File: config.mk
export PLATFORM = sky130hd
export DESIGN_NAME = run_length_detector_flat
export DESIGN_NICKNAME = d
export VERILOG_FILES = /design/src/rtl/run_length_detector_if.sv /design/src/rtl/run_length_detector.sv /design/src/flat_wrapper.sv
export SDC_FILE = /design/constraint.sdc
export NUM_CORES = 1
export LEC_CHECK = 0
export ABC_AREA = 0
export ABC_CLOCK_PERIOD_IN_PS = 4660
export CAP_MARGIN = 10
export CORE_MARGIN = 2
export CORE_UTILIZATION = 25
export CTS_CLUSTER_SIZE = 20
export DETAILED_ROUTE_END_ITERATION = 10
export GPL_TIMING_DRIVEN = 0
export PLACE_DENSITY = 0.41
export SLEW_MARGIN = 20
export SYNTH_ARGS = -nofsm -noshare
export SYNTH_HDL_FRONTEND = slang
export SYNTH_SLANG_ARGS = --single-unit
File: constraint.sdc
create_clock -name clk -period 4.66 [get_ports clk]
set_clock_uncertainty 0.1 [all_clocks]
set_input_delay 0.466 -clock clk [delete_from_list [all_inputs] [get_ports clk]]
set_output_delay 0.466 -clock clk [all_outputs]
set_load 0.05 [all_outputs]
File: src/rtl/run_length_detector_if.sv
// Sample and detection bundle for run_length_detector.
// hit_cnt (and CNT_W) exist only when RLD_HIT_COUNT_EN is defined.
interface run_length_detector_if #(
   parameter int RW = 3
`ifdef RLD_HIT_COUNT_EN
   , parameter int CNT_W = 8
`endif
);
   logic          en;
   logic          w;
   logic [1:0]    z;
   logic [1:0]    hit;
   logic [RW-1:0] run_len;
`ifdef RLD_HIT_COUNT_EN
   logic [CNT_W-1:0] hit_cnt;

   modport master (output en, output w, input z, input hit, input run_len, input hit_cnt);
   modport slave  (input en, input w, output z, output hit, output run_len, output hit_cnt);
`else
   modport master (output en, output w, input z, input hit, input run_len);
   modport slave  (input en, input w, output z, output hit, output run_len);
`endif
endinterface

File: src/rtl/run_length_detector.sv
// Flags runs of equal bits on w: z[0]/hit[0] for zeros, z[1]/hit[1] for ones.
// Define RLD_HIT_COUNT_EN to add the saturating hit_cnt output.
module run_length_detector #(
   parameter int ZERO_LEN = 4,
   parameter int ONE_LEN  = 4,
   parameter int MODE     = 0,
   parameter int CNT_W    = 8
) (
   input logic clk,
   input logic rst,
   run_length_detector_if.slave bus
);
   localparam int MAX_LEN = (ZERO_LEN > ONE_LEN) ? ZERO_LEN : ONE_LEN;
   localparam int RW      = $clog2(MAX_LEN + 1);
   localparam logic [RW-1:0] ZL      = RW'(ZERO_LEN);
   localparam logic [RW-1:0] OL      = RW'(ONE_LEN);
   localparam logic [RW-1:0] CNT_ONE = RW'(1);

   if (ZERO_LEN < 1 || ZERO_LEN > 255) begin : g_bad_zero_len
      $error("run_length_detector: ZERO_LEN must be 1..255");
   end
   if (ONE_LEN < 1 || ONE_LEN > 255) begin : g_bad_one_len
      $error("run_length_detector: ONE_LEN must be 1..255");
   end
   if (MODE != 0 && MODE != 1) begin : g_bad_mode
      $error("run_length_detector: MODE must be 0 or 1");
   end
   if (CNT_W < 1) begin : g_bad_cnt_w
      $error("run_length_detector: CNT_W must be at least 1");
   end

   typedef enum logic [1:0] {IDLE, ZRUN, ORUN} state_t;

   state_t        state, state_n;
   logic [RW-1:0] cnt, cnt_n;
   logic [1:0]    z_q, hit_q, hit_n;

   function automatic logic [RW-1:0] advance(input logic [RW-1:0] c, input logic [RW-1:0] lim);
      if (c == lim) return (MODE == 0) ? lim : CNT_ONE;
      return c + CNT_ONE;
   endfunction

   always_comb begin
      state_n = state;
      cnt_n   = cnt;
      hit_n   = '0;
      if (bus.en) begin
         unique case (state)
            IDLE: begin
               state_n = bus.w ? ORUN : ZRUN;
               cnt_n   = CNT_ONE;
            end
            ZRUN: begin
               if (bus.w) begin
                  state_n = ORUN;
                  cnt_n   = CNT_ONE;
               end else begin
                  cnt_n = advance(cnt, ZL);
               end
            end
            ORUN: begin
               if (!bus.w) begin
                  state_n = ZRUN;
                  cnt_n   = CNT_ONE;
               end else begin
                  cnt_n = advance(cnt, OL);
               end
            end
            default: begin
               state_n = IDLE;
               cnt_n   = '0;
            end
         endcase
         // A sticky run already sitting at its length is not a new detection.
         hit_n[0] = (state_n == ZRUN) && (cnt_n == ZL) && !(MODE == 0 && state == ZRUN && cnt == ZL);
         hit_n[1] = (state_n == ORUN) && (cnt_n == OL) && !(MODE == 0 && state == ORUN && cnt == OL);
      end
   end

   // z is registered from the next state, so it always equals the decode of state/cnt.
   always_ff @(posedge clk or posedge rst) begin
      if (rst) begin
         state <= IDLE;
         cnt   <= '0;
         z_q   <= '0;
         hit_q <= '0;
      end else begin
         state <= state_n;
         cnt   <= cnt_n;
         z_q   <= {(state_n == ORUN) && (cnt_n == OL), (state_n == ZRUN) && (cnt_n == ZL)};
         hit_q <= hit_n;
      end
   end

   assign bus.z       = z_q;
   assign bus.hit     = hit_q;
   assign bus.run_len = cnt;

`ifdef RLD_HIT_COUNT_EN
   logic [CNT_W-1:0] hit_cnt_q;

   always_ff @(posedge clk or posedge rst) begin
      if (rst) begin
         hit_cnt_q <= '0;
      end else if (|hit_n && hit_cnt_q != '1) begin
         hit_cnt_q <= hit_cnt_q + CNT_W'(1);
      end
   end

   assign bus.hit_cnt = hit_cnt_q;
`endif
endmodule
File: src/flat_wrapper.sv
// flat-port wrapper written by rule: the top's interface ports become plain ports
module run_length_detector_flat 
#(
   parameter int ZERO_LEN = 4,
   parameter int ONE_LEN  = 4,
   parameter int MODE     = 0,
   parameter int CNT_W    = 8
)
  (clk, rst, bus_en, bus_w, bus_z, bus_hit, bus_run_len);
  run_length_detector_if bus_i ();
  input logic clk;
  input logic rst;
  input wire logic [$bits(bus_i.en)-1:0] bus_en;
  input wire logic [$bits(bus_i.w)-1:0] bus_w;
  output wire logic [$bits(bus_i.z)-1:0] bus_z;
  output wire logic [$bits(bus_i.hit)-1:0] bus_hit;
  output wire logic [$bits(bus_i.run_len)-1:0] bus_run_len;
  assign bus_i.en = bus_en;
  assign bus_i.w = bus_w;
  assign bus_z = bus_i.z;
  assign bus_hit = bus_i.hit;
  assign bus_run_len = bus_i.run_len;
  run_length_detector #(.ZERO_LEN(ZERO_LEN), .ONE_LEN(ONE_LEN), .MODE(MODE), .CNT_W(CNT_W)) u_core (.clk(clk), .rst(rst), .bus(bus_i));
endmodule
# Word-level counts from Yosys, hierarchy flattened
# Cells that the tools add are included.
totals:
  out_inout_bits: 7
  regBits: 9
  word_cells: 47
  inputBits: 4
classes:
  addsub: 1
  eq_ne: 9
  n_reduce_logical: 11
  muxes: 22
ops:
  columns: ["op", "count"]
  rows:
  - ["$mux 3", 7]
  - ["$mux 2", 6]
  - ["$eq 3x3->1 const B", 3]
  - ["$pmux 3 s3", 1]
  - ["$logic_and 1x1->1", 8]
  - ["$mux 1", 7]
  - ["$eq 2x1->1 const B", 3]
  - ["$eq 2x2->1 const B", 3]
  - ["$pmux 2 s3", 1]
  - ["$add 3x1->3 const B", 1]
  - ["$logic_not 1->1", 2]
  - ["$logic_not 2->1", 1]

# Depth between registers and ports, before layout
# Gate-level depths: netlist (run 1).
depth:
  ltp_word: 13
  ltp_mapped: 5
  depth_no_buf: 5

# Worst setup path after synthesis (run 1)
# No wires, ideal clock.
synth_timing:
  path_type: "register -> register"
  startpoint: "register u_core.cnt[0], in the netlist u_core.bus.run_len[0]"
  endpoint: "register u_core.z_q[0], in the netlist u_core.bus.z[0]"
  path_slack_ns: 2.786
  required_ns: 4.482
  setup_ns: 0.078
  arrival_ns: 1.697
  period_less_slack_ns: 1.874
  stages_incl_launch_ff: 6
  cell_sequence: "dfrtp_1 -> inv_1 -> ha_1 -> a21boi_0 -> or3_1 -> a21oi_1"
synth_between:
  elab_chain_len: 12
synth_rtl:
  columns: ["element", "line", "rtl"]
  rows:
  - ["from (decl)", "run_length_detector.sv:35", "logic [RW-1:0] cnt, cnt_n;"]
  - ["from (signal assigned)", "run_length_detector.sv:89", "cnt <= cnt_n;"]
  - ["$eq 3x3->1", "run_length_detector.sv:39", "if (c == lim) return (MODE == 0) ? lim : CNT_ONE;"]
  - ["$mux 1", "run_length_detector.sv:39", null]
  - ["$mux 1 (on tied branches)", "run_length_detector.sv:62, run_length_detector.sv:54", null]
  - ["$mux 1", "run_length_detector.sv:48", "unique case (state)"]
  - ["$mux 1", "run_length_detector.sv:47", "if (bus.en) begin"]
  - ["$mux 3", "run_length_detector.sv:40", "return c + CNT_ONE;"]
  - ["$mux 3 (on tied branches)", "run_length_detector.sv:62, run_length_detector.sv:54", null]
  - ["$pmux 3 s3", "run_length_detector.sv:48", null]
  - ["$mux 3", "run_length_detector.sv:47", null]
  - ["$mux 3 *", "run_length_detector.sv:47", null]
  - ["$eq 3x3->1 *", "run_length_detector.sv:90", "z_q <= {(state_n == ORUN) && (cnt_n == OL), (state_n == ZRUN) && (cnt_n == ZL)};"]
  - ["$logic_and 1x1->1 *", "run_length_detector.sv:90", null]
  - ["to (signal assigned)", "run_length_detector.sv:90", null]
  - ["to (decl)", "run_length_detector.sv:36", "logic [1:0] z_q, hit_q, hit_n;"]
# Every way passes the cells marked *; elsewhere a longest branch is shown, timed or not. The select of a mux whose other input is x is not followed.

# Worst setup path after layout (run 1)
layout_timing:
  startpoint: "register u_core.cnt[0], in the netlist u_core.bus.run_len[0]"
  endpoint: "output bus_run_len[0]"
layout_lines:
  columns: ["element", "line", "rtl"]
  rows:
  - ["to (decl)", "flat_wrapper.sv:17", "output wire logic [$bits(bus_i.run_len)-1:0] bus_run_len;"]
# No word-level cell between the ends.

==> impl_metrics.csv, run 1 <==
group,metric,value,unit
synthesis,synthMostInstantiatedCell,"dfrtp_1",
worst_setup_path,critical-path-max-stage-delay,840,ps
global_route,antenna_found_initial,0,
floorplan,ios,11,
power,p_per_area,322,mW/mm^2
floorplan,num_rows,17,
sta,final.min_clock_period,2100,ps
detailed_routing,vias,462,
detailed_routing,drtAntennaViolNets,0,
finish,area_delta_synth_final,26.5,%
clock_tree,cts_tree,"yes",
synthesis,netlist_top_cells_count,"dfrtp_1 (9), a21oi_1 (6), inv_1 (4)",
synthesis,synthDistinctLibCells,29,
clock_tree,cts_resized,0,
clock_tree,cts_setup_buffers,0,
synthesis,netlist_area,572,um^2
clock_tree,htree_levels,1,
worst_setup_path,reg2reg_slack,2930,ps
worst_setup_path,regToRegEndpoint,"u_core.bus.z[0]$_DFF_PP0_",
synthesis,synthArstFlopShare,1.00,
sta,tns,0,ps
sta,min_period_over_period,0.451,
power,vdd_ir_drop_max,0.0938,mV
synthesis,synth_seq_area_share,0.394,
sta,max_freq,0.476,GHz
global_route,grt_pass1_wl,1970,um
synthesis,yosys.area.top_type,"dfrtp_1",
global_route,grt_usage,0.0993,
worst_setup_path,startpoint_type,"flop",
finish,layout.nets,78,
floorplan,design.core.area,0.00219,mm^2
sta,setup_viol,0,
worst_setup_path,path_buf_inv,1,
outcome,outcome,"completed",
synthesis,yosysTopAreaCellShare,0.394,
place,finalWeightedCongestion,0.731,
clock_tree,hold_buffers,0,
power,totalPowerFinal,0.233,mW
worst_setup_path,required,4090,ps
sta,worst_pin_slew,490,ps
detailed_routing,post-route-drc-count,0,
synthesis,synth-edff-count,0,
global_route,overflow,0,
worst_setup_path,crit_path_max_fanout,6,
global_route,first_global_vias,436,
power,power_leakage,0.304,nW
place,hpwl,932,um
job,max-cap-violations,0,
finish,fin_util,0.330,
clock_tree,cts.sinks,9,
clock_tree,clock_path_buffers,2,
finish,diodes,0,
sta,relSlewSlack,0.672,
synthesis,netlist_instances,58,
sta,final-hold-violation-count,0,
worst_setup_path,reg2regPathDepth,5,
synthesis,synth-seq-cells,9,
worst_setup_path,cp_slowest_cell,"clkdlybuf4s50_1",
finish,fillers,227,
global_route,grt_max_degree,11,
clock_tree,root_buffer,"clkbuf_4",
floorplan,die_w,51.8,um
place,numPortBuffers,9,
synthesis,synthTopCellsByArea,"dfrtp_1 (39%), a21oi_1 (5.3%), ha_1 (4.4%), nor3b_4 (3.3%), nand4b_1 (3.1%)",
detailed_routing,drt-initial-drc-count,13,
worst_setup_path,path_class,"reg -> out",
clock_tree,clk_latency,250,ps
detailed_routing,drt-total-wl,1240,um
synthesis,synth_fp_nets,64,
worst_setup_path,worst_ep_arrival_time,1530,ps
worst_setup_path,cp_top_family,"buffers and inverters",
clock_tree,cts_made_buffers,3,
clock_tree,clk_pin_slew,60,ps
synthesis,yosys_warnings,0,
detailed_routing,firstDrtPassIters,3,
finish,fin_area,723,um^2
synthesis,synth_ff_type,"dfrtp_1",
detailed_routing,via_per_inst,4.67,
finish,drive_gt1_frac,0.141,
floorplan,die_height,51.8,um
worst_setup_path,reg2reg_from,"u_core.bus.run_len[0]$_DFF_PP0_",
min_path,hold_class,"in -> async",
sta,slew_violations,0,
floorplan,die_area,0.00269,mm^2
synthesis,postSynthAreaPerCell,9.86,um^2
detailed_routing,wl_per_cell,12.5,um
worst_setup_path,worstPathCellList,"clkdlybuf4s50_1",
place,placedInstanceArea,697,um^2
sta,rsz0062_at_grt,"no",
floorplan,initial_core_util,0.261,
worst_setup_path,end_kind,"output port",
[power by group]
group / switching [mW] / total (mW) / internal [mW] / leakage, nW
sequential: 0.00921 / 0.0935 / 0.0843 / 0.118
clock: 0.0256 / 0.0585 / 0.0329 / 0.0150
combinational: 0.0483 / 0.0808 / 0.0325 / 0.171
total: 0.0831 / 0.233 / 0.150 / 0.304
[cells by family (layout without fill, tap and decap cells)]
kind of cell | Yosys count | in the layout | synth area share
buffers and inverters | 7 | 20 | 0.0547
adders and majority gates | 2 | 2 | 0.0438
AOI/OAI and AO/OA | 19 | 19 | 0.221
and+or+nand+nor | 21 | 21 | 0.287
DFF | 9 | 9 | 0.394
[sequential cells by signal (all words and copies together), names as in the netlist]
name / count
u_core.bus.hit: 2
u_core.bus.z: 2
u_core.bus.run_len: 3
u_core.state: 2
[routing by layer]
layer | routed length (um) | GRT usage
met1 | 645 | 0.134
met4 | 16 | 0.0658
met3 | 11 | 0.00862
met2 | 568 | 0.150
met5 | 0 | 0
[stage by stage]
step,worst slack (ps),std cells,hold slack [ps]
2_1_floorplan,2790,58,194
3_3_place_gp,2660,95,519
3_5_place_dp,2720,95,535
4_1_cts,2540,99,380
5_1_grt,2490,99,400
6_report,2560,99,370
[layout by cell type (no fill, tap or decap), drive strengths merged, types with 2 or more instances in the layout]
cell type / instances
clkdlybuf4s50: 9
dfrtp: 9
a21oi: 6
clkbuf: 5
inv: 4
nor2: 3
nand2: 3
o21ai: 3
o21bai: 3
or2b: 2
nand3b: 2
a21boi: 2
nand4b: 2
or3: 2
ha: 2
buf: 2
a21o: 2
[worst max path at each step]
stage | from | endpoint | slack [ps] | cells past startpoint
6_report | u_core.bus.run_len[0]$_DFF_PP0_ | bus_run_len[0] | 2560 | 1
5_1_grt | u_core.bus.run_len[0]$_DFF_PP0_ | bus_run_len[0] | 2490 | 1
4_1_cts | u_core.bus.run_len[0]$_DFF_PP0_ | bus_run_len[0] | 2540 | 1
3_5_place_dp | bus_en | u_core.bus.z[1]$_DFF_PP0_ | 2720 | 5
3_3_place_gp | bus_en | u_core.bus.z[0]$_DFF_PP0_ | 2660 | 5
2_1_floorplan | u_core.bus.run_len[0]$_DFF_PP0_ | u_core.bus.z[0]$_DFF_PP0_ | 2790 | 5
[layout make-up]
| type | count | area [um^2] | area share |
|---|---|---|---|
| multi-input cells | 42 | 315 | 0.436 |
| repair buffers | 9 | 90.1 | 0.125 |
| plain buffers | 3 | 16.3 | 0.0225 |
| clock buffers | 4 | 26.3 | 0.0363 |
| inverters | 4 | 15.0 | 0.0208 |
| well taps | 28 | 35.0 | 0.0484 |
| flip-flops and latches | 9 | 225 | 0.311 |
(Power assumes the default switching activity.)
==> run 2, diff against run 1 <==
--- a/config.mk
+++ b/config.mk
@@ -6,7 +6,7 @@
 export NUM_CORES = 1
 export LEC_CHECK = 0
 export ABC_AREA = 0
-export ABC_CLOCK_PERIOD_IN_PS = 4660
+export ABC_CLOCK_PERIOD_IN_PS = 2000
 export CAP_MARGIN = 10
 export CORE_MARGIN = 2
 export CORE_UTILIZATION = 25
==> constraint.sdc (replaced) <==
create_clock -name clk -period 2 [get_ports clk]
set_clock_uncertainty 0.1 [all_clocks]
set_input_delay 0.2 -clock clk [delete_from_list [all_inputs] [get_ports clk]]
set_output_delay 0.2 -clock clk [all_outputs]
set_load 0.05 [all_outputs]
==> results of run 2 <==
The final DEF is identical to that of run 1. Status: completed.
Among the figures that moved: setup slack after placement 2720 ps -> 294 ps; setup slack after layout 2560 ps -> 166 ps; hold slack 370 ps -> 104 ps; register-to-register setup slack 2930 ps -> 270 ps; total power 0.233 mW -> 0.542 mW; worst IR drop on VDD 0.0938 mV -> 0.218 mV
